[src/rtl/pin_entry_fsm.sv]
// Assembles a NUM_DIGITS-digit BCD PIN from debounced INC/DEC/NEXT/CLR button pulses.
// Latency: digit/pos update 1 cycle after a pulse; pin_valid strobes 1 cycle after the final NEXT.
// No backpressure: pulses are accepted every cycle, and pulses in DONE are dropped.
module pin_entry_fsm #(
  parameter int NUM_DIGITS     = 4,
  parameter int TIMEOUT_CYCLES = 1000000000,
  parameter int CNT_W          = 30,
  localparam int POS_W         = (NUM_DIGITS > 1) ? $clog2(NUM_DIGITS) : 1
) (
  input  logic                    clk,
  input  logic                    rst_n,
  input  logic                    btn_inc,
  input  logic                    btn_dec,
  input  logic                    btn_next,
  input  logic                    btn_clr,
  output logic                    entry_active,
  output logic [3:0]              digit_cur,
  output logic [POS_W-1:0]        pos_cur,
  output logic [4*NUM_DIGITS-1:0] pin_value,
  output logic                    pin_valid,
  output logic                    timeout
);

  localparam logic [POS_W-1:0] LAST_POS = POS_W'(NUM_DIGITS - 1);
  localparam logic [CNT_W-1:0] CNT_LAST = CNT_W'(TIMEOUT_CYCLES - 1);

  typedef enum logic [1:0] {
    IDLE  = 2'd0,
    ENTRY = 2'd1,
    DONE  = 2'd2
  } state_t;

  state_t                  state_q, state_d;
  logic [4*NUM_DIGITS-1:0] store_q, store_d;
  logic [4*NUM_DIGITS-1:0] pin_q, pin_d;
  logic [POS_W-1:0]        pos_q, pos_d;
  logic [3:0]              digit_q, digit_d;
  logic [CNT_W-1:0]        cnt_q, cnt_d;

  // Any pulse, including a self-cancelling inc+dec, counts as user activity.
  logic any_btn;
  logic expire;

  assign any_btn = btn_inc | btn_dec | btn_next | btn_clr;
  // A pulse arriving in the expiry cycle wins over the timeout.
  assign expire  = (state_q == ENTRY) && (cnt_q == CNT_LAST) && !any_btn;

  // State register and datapath registers; async reset returns everything to zero.
  always_ff @(posedge clk or negedge rst_n) begin
    if (!rst_n) begin
      state_q <= IDLE;
      store_q <= '0;
      pin_q   <= '0;
      pos_q   <= '0;
      digit_q <= '0;
      cnt_q   <= '0;
    end else begin
      state_q <= state_d;
      store_q <= store_d;
      pin_q   <= pin_d;
      pos_q   <= pos_d;
      digit_q <= digit_d;
      cnt_q   <= cnt_d;
    end
  end

  // Next-state and datapath update: priority is clr > next > inc/dec > timeout.
  always_comb begin
    state_d = state_q;
    store_d = store_q;
    pos_d   = pos_q;
    digit_d = digit_q;
    cnt_d   = cnt_q;

    unique case (state_q)
      IDLE: begin
        // The waking pulse is consumed: it only opens a fresh entry.
        cnt_d = '0;
        if (any_btn) begin
          state_d = ENTRY;
          store_d = '0;
          pos_d   = '0;
          digit_d = '0;
        end
      end

      ENTRY: begin
        cnt_d = any_btn ? '0 : cnt_q + CNT_W'(1);
        if (btn_clr) begin
          store_d = '0;
          pos_d   = '0;
          digit_d = '0;
        end else if (btn_next) begin
          // Digit 0 lives in the most significant nibble.
          for (int i = 0; i < NUM_DIGITS; i++) begin
            if (pos_q == POS_W'(i)) begin
              store_d[4*(NUM_DIGITS-1-i) +: 4] = digit_q;
            end
          end
          digit_d = '0;
          if (pos_q == LAST_POS) begin
            state_d = DONE;
            pos_d   = '0;
          end else begin
            pos_d = pos_q + POS_W'(1);
          end
        end else if (btn_inc && !btn_dec) begin
          digit_d = (digit_q >= 4'd9) ? 4'd0 : digit_q + 4'd1;
        end else if (btn_dec && !btn_inc) begin
          digit_d = (digit_q == 4'd0 || digit_q > 4'd9) ? 4'd9 : digit_q - 4'd1;
        end else if (expire) begin
          state_d = IDLE;
          store_d = '0;
          pos_d   = '0;
          digit_d = '0;
          cnt_d   = '0;
        end
      end

      DONE: begin
        // Single presentation cycle; pulses here are ignored.
        state_d = IDLE;
        store_d = '0;
        pos_d   = '0;
        digit_d = '0;
        cnt_d   = '0;
      end

      default: begin
        state_d = IDLE;
        store_d = '0;
        pos_d   = '0;
        digit_d = '0;
        cnt_d   = '0;
      end
    endcase
  end

  // The reported PIN only changes on the transition into DONE, so partial entries never leak.
  always_comb begin
    pin_d = pin_q;
    if (state_q == ENTRY && state_d == DONE) begin
      pin_d = store_d;
    end
  end

  // Output decode: display fields read zero outside ENTRY.
  always_comb begin
    entry_active = (state_q == ENTRY);
    digit_cur    = (state_q == ENTRY) ? digit_q : 4'd0;
    pos_cur      = (state_q == ENTRY) ? pos_q : '0;
    pin_valid    = (state_q == DONE);
    timeout      = expire;
  end

  assign pin_value = pin_q;

endmodule

[config.mk]
export PLATFORM = sky130hd
export DESIGN_NAME = pin_entry_fsm
export DESIGN_NICKNAME = d
export VERILOG_FILES = /design/src/rtl/pin_entry_fsm.sv
export SDC_FILE = /design/constraint.sdc
export NUM_CORES = 1
export LEC_CHECK = 0
export ABC_AREA = 1
export ABC_CLOCK_PERIOD_IN_PS = 2200
export CAP_MARGIN = 20
export CORE_MARGIN = 2
export CORE_UTILIZATION = 45
export DETAILED_ROUTE_END_ITERATION = 16
export PLACE_DENSITY_LB_ADDON = 0.15
export SYNTH_ARGS = -nofsm -noshare
export SYNTH_HDL_FRONTEND = slang
export SYNTH_SLANG_ARGS = --single-unit
[constraint.sdc]
create_clock -name clk -period 2.2 [get_ports clk]
set_input_delay 0.33 -clock clk [delete_from_list [all_inputs] [get_ports clk]]
set_output_delay 0.33 -clock clk [all_outputs]
set_load 0.05 [all_outputs]
==> run_results.csv <==
group,metric,value,unit
outcome,status,"finished, violations left",
outcome,violations,"negative hold slack",
setup_path,cpPeakStageDelay,380,ps
final_layout,antennaDiodeCount,0,
power_and_ir_drop,powerDensity,663,mW/mm^2
setup_path,required,1870,ps
synth,synth-seq-cells,70,
final_layout,area_growth,18.4,%
die,design.core.area,0.00881,mm^2
die,dieArea,0.00998,mm^2
cts,path_clk_slew,80,ps
timing,finalCritPeriodShare,94.5,%
setup_path,slowest_stage,"dfrtp_1",
setup_path,timing.reg2reg.setup_slack,300,ps
synth,synth_area_per_cell,7.72,um^2
global_routing,grt_max_degree,71,
final_layout,layout.nets,602,
timing,min_period,2080,ps
flow_run,cap_violations,0,
detailed_routing,wl_per_cell,14.4,um
power_and_ir_drop,max-vdd-ir-drop,0.407,mV
cts,cts_root_buffer,"clkbuf_8",
global_routing,grt_pass1_vias,3732,
timing,final-hold-violation-count,10,
setup_path,crit_type,"reg -> out",
setup_path,cp-end-kind,"primary output",
synth,synth_seq_area_share,42.3,%
place,placed_cells,676,
detailed_routing,initialDrtViolationCount,151,
setup_path,cp_max_fo,4,
final_layout,fillers,828,
synth,synth_edf_count,0,
global_routing,grt_pass1_wl,17300,um
global_routing,grt_usage,21.7,%
timing,final_max_slew_viol_count,0,
timing,tns,0,ps
timing,tightestPinTransition,612,ps
global_routing,grt_overflow,0,
final_layout,finalCoreUtilization,55.7,%
setup_path,cp.arrival,1750,ps
synth,synth.largest_area_cell,"dfrtp_1",
detailed_routing,dr_total_vias,3673,
die,num_rows,34,
timing,timing.final.ws_setup,120,ps
power_and_ir_drop,power_leakage,2.26,nW
setup_path,cp_cell_sequence,"ha_1 -> nand2_1 -> nor2_4 -> nand2_4 -> nor2_1 -> nand3_1 -> inv_1 -> buf_12",
timing,rsz0062_at_grt,"no",
place,numPortBuffers,30,
timing,fmax,481,MHz
global_routing,antenna_found_initial,0,
synth,synth_cells,536,
die,ios,31,
synth,synthesis.nets,553,
final_layout,drive_above_1_share,14.9,%
cts,cts_buffer_depth,2,
synth,synth_area_leaders,"dfrtp_1, nand2_1, nor2_1",
timing,maxSlewHeadroom,58.8,%
place,place_area,0.00462,mm^2
timing,finalSetupViolations,0,
die,die_y,99.9,um
detailed_routing,routed_wl,10100,um
synth,synth-main-ff-cell,"dfrtp_1",
detailed_routing,via_per_inst,5.26,
cts,cts_buffers,9,
place,gp_congestion,0.851,
setup_path,start_kind,"register",
timing,hold_slack,-23.6,ps
detailed_routing,route.antenna.remaining_nets,0,
place,dpl.hpwl,7070,um
cts,htree_levels,3,
die,die_w,99.9,um
synth,synthArstFlopShare,100,%
synth,synth_top_area_share,42.3,%
cts,cts_tree,"done",
timing,finalClockSkew,11.8,ps
synth,synth_area,0.00414,mm^2
worst_hold_path,hp-class,"in -> async",
cts,numClockSinks,70,
detailed_routing,drc_errors,0,
place,place_ws,50.6,ps
synth,synth_warnings,0,
final_layout,final_cell_area,0.00490,mm^2
cts,clk_latency,350,ps
die,initial_core_util,47.0,%
detailed_routing,drtPass1Iterations,4,
final_layout,layoutNonFillerInstCount,698,
synth,yosysUniqueCellTypes,40,
==> worst max-delay path: cells and delay by family (launching register included) <==
| family | cells | cell delay, ps |
|---|---|---|
| flip-flops | 1 | 380 |
| buffers and inverters | 2 | 280 |
| adder cells (fa/ha/maj) | 1 | 180 |
| AND/OR/NAND/NOR | 5 | 560 |
==> metrics by stage <==
step	total power, W	hold slack (ps)
floorplan	0.00185	34.4
detailed placement	0.00206	386
global placement	0.00205	388
global route	0.00340	30.9
CTS	0.00328	1.54
finish	0.00325	-23.6
==> layer usage <==
layer  track usage (%)  wire (um)  vias to the layer above
li1                  -          -                     1837
met1              27.0       4580                     1759
met2              38.3       5000                       65
met3              3.90        312                       12
met4              7.38        157                        0
met5                 0          0                        -
==> path summary, 6_finish.rpt <==
check / start / to / depth (start not counted)
min in group clk: pin_value[11] / pin_value[11] / 2
max: cnt_q[0] / timeout / 8
max reg2reg: cnt_q[0] / cnt_q[29] / 10
min reg2reg: pin_value[11] / pin_value[11] / 2
min: rst_n / cnt_q[14] / 2
max in group asynchronous: rst_n / cnt_q[18] / 2
==> synth_stat cells, drive strengths merged, types with 3 or more instances <==
cell / instances
nor3: 13
buf: 10
nand4: 11
o21ai: 24
dfrtp: 70
nand3: 24
inv: 60
ha: 11
xor2: 10
nor2: 80
a31oi: 7
o211ai: 9
nand2: 159
o22ai: 9
a21oi: 19
o221a: 3
==> cell type report <==
class | instances | area, um^2 | area share, %
Tap cell | 108 | 135 | 2.76
Inverter | 61 | 234 | 4.77
Multi-Input combinational cell | 393 | 2080 | 42.5
Clock buffer | 11 | 151 | 3.09
Timing Repair Buffer | 50 | 465 | 9.49
Clock inverter | 5 | 81.3 | 1.66
Sequential cell | 70 | 1750 | 35.8
==> where the power goes <==
group,total [W],internal (W),switching (W),leakage [nW]
combinational,0.000633,0.000200,0.000433,1.18
sequential,0.00140,0.00135,0.0000564,0.966
clock,0.00122,0.000701,0.000515,0.116
==> cells in the final DEF, fill, tap and decap left out, types with 3 or more instances in the layout <==
| cell type | n |
|---|---|
| nand2_1 | 153 |
| dfrtp_1 | 69 |
| nor2_1 | 67 |
| inv_1 | 53 |
| buf_4 | 25 |
| nand3_1 | 23 |
| o21ai_0 | 22 |
| clkdlybuf4s50_1 | 20 |
| a21oi_1 | 19 |
| ha_1 | 11 |
| clkbuf_8 | 11 |
| nor3_1 | 10 |
| nand4_1 | 10 |
| xor2_1 | 10 |
| o211ai_1 | 9 |
| nor2_4 | 7 |
| inv_2 | 7 |
| a31oi_1 | 7 |
| nor2_2 | 5 |
| o22ai_1 | 5 |
| o22ai_2 | 4 |
| nand2_2 | 4 |
| o221a_2 | 3 |
| buf_12 | 3 |
==> kinds of logic (layout without fill, tap and decap cells) <==
kind of cell	Yosys count	count (layout)	synth area share (%)
AND/OR/NAND/NOR	295	295	32.9
buffers and inverters	73	127	7.50
XOR/XNOR	12	12	2.54
AO/OA/AOI/OAI	75	75	11.4
flip-flops	70	70	42.3
adder cells (fa/ha/maj)	11	11	3.33
==> repair_timing <==
| action | 4_1_cts | 5_1_grt |
|---|---|---|
| buffers inserted | 0 | 6 |
| hold endpoints to repair | 0 | 0 |
| pin swaps | 0 | 2 |
| hold buffers | 0 | 0 |
| setup endpoints to repair | 1 | 2 |
| resized for setup | 1 | 3 |
==> state kept, by name (all words and copies together) (netlist names) <==
signal     flops
cnt_q         30
pos_q          2
state_q        2
pin_value     16
store_q       16
digit_q        4
Note: power is estimated with default switching activity, not from simulation.
